[src/rtl/wb_mem_2_ppfifo.sv]
// Streams words from two ping-pong memory banks (Wishbone master reads) into a ping-pong FIFO.
// Define WB_MEM_2_PPFIFO_BYTE_ADDR_EN to make o_mem_adr step by 4 per word (byte addressing).
module wb_mem_2_ppfifo (
  input  logic        clk,
  input  logic        rst,
  input  logic        i_enable,

  input  logic [31:0] i_memory_0_base,
  input  logic [31:0] i_memory_0_size,
  input  logic        i_memory_0_new_data,
  output logic [31:0] o_memory_0_count,
  output logic        o_memory_0_empty,

  input  logic [31:0] i_memory_1_base,
  input  logic [31:0] i_memory_1_size,
  input  logic        i_memory_1_new_data,
  output logic [31:0] o_memory_1_count,
  output logic        o_memory_1_empty,

  output logic        o_read_finished,

  output logic        o_mem_we,
  output logic        o_mem_stb,
  output logic        o_mem_cyc,
  output logic [3:0]  o_mem_sel,
  output logic [31:0] o_mem_adr,
  output logic [31:0] o_mem_dat,
  input  logic [31:0] i_mem_dat,
  input  logic        i_mem_ack,
  input  logic        i_mem_int,

  input  logic [1:0]  i_ppfifo_rdy,
  output logic [1:0]  o_ppfifo_act,
  input  logic [23:0] i_ppfifo_size,
  output logic        o_ppfifo_stb,
  output logic [31:0] o_ppfifo_data
);

  typedef enum logic [1:0] {
    IDLE             = 2'd0,
    GET_MEMORY_BLOCK = 2'd1,
    READ_DATA        = 2'd2,
    FINISHED         = 2'd3
  } state_t;

  state_t      state_q, state_d;
  logic [31:0] ptr0_q, ptr0_d;
  logic [31:0] ptr1_q, ptr1_d;
  logic        active_q, active_d;
  logic        ready_q, ready_d;
  logic [31:0] read_size_q, read_size_d;
  logic        cyc_q, cyc_d;
  logic        stb_q, stb_d;
  logic [1:0]  act_q, act_d;
  logic [23:0] wcount_q, wcount_d;
  logic        pstb_q, pstb_d;
  logic [31:0] pdata_q, pdata_d;
  logic        fin_q, fin_d;
  logic        empty0_q, empty1_q;

  logic [31:0] count0, count1;
  logic [31:0] act_base, act_ptr, act_count;
  logic        unused_ok;

  assign count0    = i_memory_0_size - ptr0_q;
  assign count1    = i_memory_1_size - ptr1_q;
  assign act_base  = active_q ? i_memory_1_base : i_memory_0_base;
  assign act_ptr   = active_q ? ptr1_q : ptr0_q;
  assign act_count = active_q ? count1 : count0;

`ifdef WB_MEM_2_PPFIFO_BYTE_ADDR_EN
  assign o_mem_adr = act_base + (act_ptr << 2);
`else
  assign o_mem_adr = act_base + act_ptr;
`endif

  assign o_memory_0_count = count0;
  assign o_memory_1_count = count1;
  assign o_memory_0_empty = empty0_q;
  assign o_memory_1_empty = empty1_q;
  assign o_read_finished  = fin_q;
  assign o_mem_we         = 1'b0;
  assign o_mem_sel        = 4'hF;
  assign o_mem_dat        = 32'h0;
  assign o_mem_cyc        = cyc_q;
  assign o_mem_stb        = stb_q;
  assign o_ppfifo_act     = act_q;
  assign o_ppfifo_stb     = pstb_q;
  assign o_ppfifo_data    = pdata_q;
  assign unused_ok        = i_mem_int;

  always_comb begin
    state_d     = state_q;
    ptr0_d      = ptr0_q;
    ptr1_d      = ptr1_q;
    active_d    = active_q;
    ready_d     = ready_q;
    read_size_d = read_size_q;
    cyc_d       = cyc_q;
    stb_d       = stb_q;
    act_d       = act_q;
    wcount_d    = wcount_q;
    pstb_d      = 1'b0;
    pdata_d     = pdata_q;
    fin_d       = 1'b0;

    // Bank 0 has priority whenever a fresh block is chosen.
    if (!ready_q) begin
      if (count0 != 32'd0) begin
        active_d = 1'b0;
        ready_d  = 1'b1;
      end else if (count1 != 32'd0) begin
        active_d = 1'b1;
        ready_d  = 1'b1;
      end
    end else if (act_count == 32'd0) begin
      ready_d = 1'b0;
    end

    if (i_enable && (act_q == 2'b00) && (i_ppfifo_rdy != 2'b00)) begin
      act_d    = i_ppfifo_rdy[0] ? 2'b01 : 2'b10;
      wcount_d = 24'd0;
    end

    case (state_q)
      IDLE: begin
        cyc_d = 1'b0;
        stb_d = 1'b0;
        if (i_enable) state_d = GET_MEMORY_BLOCK;
      end
      GET_MEMORY_BLOCK: begin
        cyc_d = 1'b0;
        stb_d = 1'b0;
        if (ready_q) begin
          read_size_d = active_q ? i_memory_1_size : i_memory_0_size;
          state_d     = READ_DATA;
        end else if (!i_enable) begin
          state_d = IDLE;
        end
      end
      READ_DATA: begin
        // An outstanding strobe is always allowed to complete before anything else.
        if (stb_q) begin
          if (i_mem_ack) begin
            pdata_d  = i_mem_dat;
            pstb_d   = 1'b1;
            stb_d    = 1'b0;
            wcount_d = wcount_q + 24'd1;
            if (active_q) ptr1_d = ptr1_q + 32'd1;
            else          ptr0_d = ptr0_q + 32'd1;
          end
        end else if (!i_enable) begin
          cyc_d = 1'b0;
          if ((act_q != 2'b00) && (wcount_q != 24'd0)) act_d = 2'b00;
          state_d = IDLE;
        end else if (act_ptr >= read_size_q) begin
          cyc_d   = 1'b0;
          fin_d   = 1'b1;
          state_d = FINISHED;
        end else if (act_q == 2'b00) begin
          cyc_d = 1'b0;
        end else if (wcount_q >= i_ppfifo_size) begin
          cyc_d = 1'b0;
          act_d = 2'b00;
        end else begin
          cyc_d = 1'b1;
          stb_d = 1'b1;
        end
      end
      FINISHED: begin
        cyc_d = 1'b0;
        stb_d = 1'b0;
        // Hand over a partially filled FIFO side rather than leaving it stranded.
        if ((act_q != 2'b00) && (wcount_q != 24'd0)) act_d = 2'b00;
        state_d = GET_MEMORY_BLOCK;
      end
      default: state_d = IDLE;
    endcase

    if (i_memory_0_new_data) ptr0_d = 32'd0;
    if (i_memory_1_new_data) ptr1_d = 32'd0;
  end

  always_ff @(posedge clk) begin
    if (!rst) begin
      state_q     <= IDLE;
      ptr0_q      <= 32'd0;
      ptr1_q      <= 32'd0;
      active_q    <= 1'b0;
      ready_q     <= 1'b0;
      read_size_q <= 32'd0;
      cyc_q       <= 1'b0;
      stb_q       <= 1'b0;
      act_q       <= 2'b00;
      wcount_q    <= 24'd0;
      pstb_q      <= 1'b0;
      pdata_q     <= 32'd0;
      fin_q       <= 1'b0;
      empty0_q    <= 1'b1;
      empty1_q    <= 1'b1;
    end else begin
      state_q     <= state_d;
      ptr0_q      <= ptr0_d;
      ptr1_q      <= ptr1_d;
      active_q    <= active_d;
      ready_q     <= ready_d;
      read_size_q <= read_size_d;
      cyc_q       <= cyc_d;
      stb_q       <= stb_d;
      act_q       <= act_d;
      wcount_q    <= wcount_d;
      pstb_q      <= pstb_d;
      pdata_q     <= pdata_d;
      fin_q       <= fin_d;
      empty0_q    <= (count0 == 32'd0);
      empty1_q    <= (count1 == 32'd0);
    end
  end

endmodule
[config.mk]
export PLATFORM = sky130hd
export DESIGN_NAME = wb_mem_2_ppfifo
export DESIGN_NICKNAME = d
export VERILOG_FILES = /design/src/rtl/wb_mem_2_ppfifo.sv
export SDC_FILE = /design/constraint.sdc
export NUM_CORES = 1
export LEC_CHECK = 0
export BUFFER_PORTS_ARGS = -buffer_cell sky130_fd_sc_hd__clkbuf_2
export CORE_MARGIN = 2
export CORE_UTILIZATION = 45
export DETAILED_ROUTE_END_ITERATION = 6
export PLACE_DENSITY = 0.76
export SYNTH_ARGS = -nofsm -noshare
export SYNTH_HDL_FRONTEND = slang
export SYNTH_SLANG_ARGS = --single-unit
export TNS_END_PERCENT = 20
[constraint.sdc]
create_clock -name clk -period 7.5 [get_ports clk]
set_clock_uncertainty 0.1 [all_clocks]
set_input_delay 0.75 -clock clk [delete_from_list [all_inputs] [get_ports clk]]
set_output_delay 0.75 -clock clk [all_outputs]
set_load 0.05 [all_outputs]
# Yosys cells after proc, flatten, opt, wreduce, memory -nomap -nowiden
# Index checks and enable logic that the tools add are counted.
# word_totals
ff_bits,164
inputBits,193
out_inout_bits,173
# op_classes
n_addsub,6
n_lt_le_gt_ge,2
n_eq_ne,7
muxes,41
bitwise_logic,5
reduce_logical,25
# op_table
cell,count
two-way mux 32 bit,4
zero test 32 bit,3
two-way mux 24 bit,4
adder 32 x 1 -> 32 bit (second input constant),2
nonzero test 32 bit,2
subtractor 32 bit,2
adder 32 bit,1
greater-or-equal comparator 32 bit,1
two-way mux 2 bit,14
adder 24 x 1 -> 24 bit (second input constant),1
greater-or-equal comparator 24 bit,1
nonzero test 24 bit,1
two-way mux 1 bit,15
AND reduction 4 bit,3
case mux 2 bit (4 select lines),1
inequality test 3 bit (second input constant),2
AND reduction 3 bit,2
nonzero test 2 bit,3
inverter 1 bit,5
== test 2 bit (second input constant),2
zero test 2 bit,2
inequality test 2 bit (second input constant),2
case mux 1 bit (2 select lines),2
case mux 2 bit (2 select lines),1
other kinds (6),10

# Longest topological paths before layout
# depth
ltp_word,10
depth_mapped,19
ltp_nobuf,16

# Least setup slack after synthesis
# OpenSTA, ideal clock, no wires.
# synth_path
kind,flip-flop to output port
from,register active_q
to,output o_mem_adr[26]
t_arrival_ns,4.534
t_required_ns,6.650
setup_slack_ns,2.116
path_stages_with_launch,18
n_path_buf,4
path_cell_list,dfxtp_1 -> clkbuf_1 -> clkbuf_1 -> buf_1 -> clkbuf_1 -> nand2_1 -> o21ai_0 -> ha_1 -> nor2b_1 -> o21a_1 -> o21a_1 -> o221ai_4 -> o2111ai_1 -> a21oi_2 -> o21ai_1 -> or4_1 -> a31o_2 -> xnor2_1
# synth_between
elab_chain_len,2
word_cells_on_any_way,3
classes_between,1 x add/sub; 2 x mux
# synth_rtl
element,line_no,rtl
"start, declared",49,"logic active_q, active_d;"
"start signal, assigned",205,active_q <= active_d;
"two-way mux 32 bit, on equally long branches","67, 68",
adder 32 bit *,74,assign o_mem_adr = act_base + act_ptr;
"end, declared",26,"output logic [31:0] o_mem_adr,"
# Every way passes the cells marked *; elsewhere a longest branch is shown, timed or not.

# Final worst setup path
# layout_path
from,register active_q
to,output o_mem_adr[31]
# Same word-level chain as after synthesis.

==> summary.txt <==
Run status
  • Status: complete, no violations

Setup path
  • Critical path cell sequence: inv_1 > a21boi_0 > inv_1 > ha_1 > a21o_1 > a21o_1 > a2111oi_4 > o31ai_2 > a22oi_2 > a21oi_2 > a41o_1 > or4b_1 > a31o_1 > a21oi_2 > xnor2_1 > clkbuf_2
  • Nature of the critical path endpoint: output port
  • Worst-path maximum fanout: 75
  • CP top delay family: compound AO/OA/AOI/OAI gates
  • Startpoint Class: flip-flop
  • Kind of critical path: flip-flop to output port
  • Worst endpoint data arrival time: 5.33 ns
  • R2r worst-path depth: 14
  • Critical path depth: 16
  • Delay of the slowest critical-path stage: 0.94 ns
  • CP Data Required Time: 6.65 ns
  • Worst path slowest cell: dfxtp_4
  • Buf+Inv Stages, Crit Path: 3

Logic synthesis
  • Syn Inst Count: 1938
  • Synth top area share: 22.27%
  • Post-synth EDFFs: 0
  • Post-synthesis register bit count: 164
  • Mapped Avg Cell Area: 7.607 um2
  • Post-synth ARST share: 0%
  • Yosys warning total: 0
  • Largest cells by area after synthesis: dfxtp_1, ha_1, xnor2_1, nor2_1, nand2_1
  • Most used flip-flop cell after synthesis: dfxtp_1
  • Synthesized cell area: 14740 um2
  • Sequential fraction of the synthesis area: 22.27%
  • Cell accounting for the most synthesized area: dfxtp_1
  • Yosys cell types: 91

Floorplanning
  • Initial core utilization: 45.54%
  • Core outline area: 32370 um2
  • Die area: 34220 um2
  • Die extent in x: 185.0 um
  • Die height: 185.0 um
  • IO Pins: 366
  • # rows: 66

Layout
  • Commonest non-fill, non-tap cell in the layout: clkbuf_2
  • Fillcell total: 3154
  • # diodes: 0
  • Layout Nets: 2580
  • Fraction of layout cells with a size suffix above 1: 19.61%
  • Most frequent cells in the layout: clkbuf_2, nor2_1, nand2_1
  • Area Overhead vs Synth: 16.64%

Clocking
  • Clock slew seen by the registers of the worst setup and hold paths: 0.07 ns
  • CTS tree: built
  • Clk root buf: clkbuf_16
  • CTS H-tree lvls: 4
  • Post-CTS Setup Repair Bufs: 0
  • CTS Buffer Depth: 2
  • Clock Sinks: 164
  • Worst-Skew Late Latency: 0.44 ns
  • Hold-fix buffers at CTS: 0
  • CTS Buf Count: 17
  • Resize count post-CTS: 0

STA
  • Unrepaired setup endpoints after global routing: no
  • Setup TNS: 0 ns
  • Final hold vios: 0
  • Fin. max-slew vios: 0
  • Slew @ Worst Pin: 1.044 ns
  • Peak Freq: 161.9 MHz
  • Final Hold Slack: 0.3560 ns
  • Setup-failing EPs final: 0
  • Rel. slew slack: 29.75%
  • Min Tclk post-route: 6.177 ns
  • Fin crit share: 82.35%

Drt
  • DRC: 0
  • DR vias/cell: 5.560
  • DR pass1 iterations: 6
  • Vias: 14906
  • Drt initial violations: 1100
  • Final Routed Wirelength: 46260 um
  • Antenna Nets Post-Route: 0
  • Avg WL per Cell: 17.25 um

Job
  • MaxCap Viol Count: 0

Pwr
  • Pint: 1628 uW
  • Psw: 974.2 uW
  • Leak Pwr: 0.007597 uW
  • Clock power share: 34.8%
  • Reg power frac: 34.8%
  • Switching Fraction: 37.44%
  • Comb power frac: 30.4%
  • PwrDens: 151.3 nW/um2
  • Worst VDD drop: 0.1069 mV

Global routing
  • Largest net degree at the start of global routing: 76
  • Initial antenna violation count: 0
  • All-Layer GR Usage: 26.14%
  • GRT overflow: 0
  • Vias in the first global route: 13763
  • First-pass GRT wire length: 70840 um

Hold path
  • Type of the worst min-delay path: flip-flop to flip-flop
  • Hold Path Depth: 2

Placed design
  • Final HPWL DP: 37600 um
  • # port buffers: 327
  • Placer Congestion: 0.9587
[layer usage]
metal	part of all wire (%)	vias to the layer above	GRT usage, %
li1	-	7306	-
met5	0	-	0
met1	45	6908	35.11
met3	7.4	51	3.696
met2	47	641	44.24
met4	1.3	0	6.000
[cell usage after synthesis (5+ instances only)]
cell,count
a211oi_1,43
a21o_1,56
a21oi_1,129
a22oi_1,6
a311oi_1,6
a31oi_1,6
and2_1,20
and3_1,21
buf_1,7
buf_4,37
clkbuf_1,52
dfxtp_1,164
ha_1,158
inv_1,166
mux2_2,31
mux2i_1,39
nand2_1,198
nand2b_1,18
nand3_1,50
nand3b_1,8
nand4_1,37
nor2_1,199
nor2b_1,18
nor3_1,39
nor3b_1,6
nor4_1,17
o211ai_1,11
o21a_1,18
o21ai_0,94
o21ai_1,6
o21bai_1,9
o31ai_1,6
or2_2,5
or3_1,12
or4_1,6
xnor2_1,102
xor2_1,37
[cells by family after synthesis]
family,share of synthesized area (%)
and+or+nand+nor,22.03
AOI/OAI and AO/OA,20.87
other,0.05094
xor gates and xnor gates,8.258
muxes,5.016
adders and majority gates,13.82
buffers and inverters,7.681
DFF,22.27
[power by group through the flow]
stage | Clock (uW) | Sequential, uW | Combinational (uW)
floorplan | 0 | 922 | 584
global placement | 0 | 925 | 774
detailed placement | 0 | 926 | 782
CTS | 914 | 906 | 786
global route | 952 | 908 | 847
finish | 905 | 906 | 792
[final cells by class]
type	count	area, um2	share of cell area [%]
Sequential cell	164	3287	19.12
Timing Repair Buffer	332	1674	9.736
Multi-Input combinational cell	1545	10460	60.83
Inverter	166	623.1	3.624
Clock inverter	14	168.9	0.9823
Clock buffer	18	429.2	2.496
Tap cell	442	553.0	3.216
[registers in the layout (all words and copies together), names as in the netlist]
register,flops
ptr0_q,32
state_q,2
ready_q,1
o_memory_0_empty,1
read_size_q,32
o_ppfifo_stb,1
o_memory_1_empty,1
o_mem_stb,1
o_ppfifo_data,32
ptr1_q,32
o_read_finished,1
o_ppfifo_act,2
active_q,1
wcount_q,24
o_mem_cyc,1
[tightest hold or removal path, stage by stage, from the launching register on]
cell and delay (ns):
dfxtp_1 0.31, nand2_1 0.05, a21oi_1 0.05
[final timing paths]
| path | startpoint | endpoint | slack [ns] |
|---|---|---|---|
| worst min-delay path | o_ppfifo_data[7]$_SDFFE_PN0P_ | o_ppfifo_data[7]$_SDFFE_PN0P_ | 0.36 |
| worst min register to register | o_ppfifo_data[7]$_SDFFE_PN0P_ | o_ppfifo_data[7]$_SDFFE_PN0P_ | 0.36 |
| worst max-delay path | active_q$_SDFFE_PN0P_ | o_mem_adr[31] | 1.32 |
| worst max register to register | active_q$_SDFFE_PN0P_ | o_ppfifo_act[1]$_SDFF_PN0_ | 2.69 |
[stage by stage]
step	area, um2	power [uW]	instances	setup WS [ns]	utilization, %
2_1_floorplan	14870	1507	1973	2.116	-
3_3_place_gp	16600	1698	2649	1.796	51.27
3_5_place_dp	16600	1708	2649	1.711	51.27
4_1_cts	17200	2606	2681	1.229	53.12
5_1_grt	17200	2707	2681	0.9751	53.12
6_report	17200	2602	2681	1.323	53.12
No activity file was read; power rests on OpenSTA's default activity.
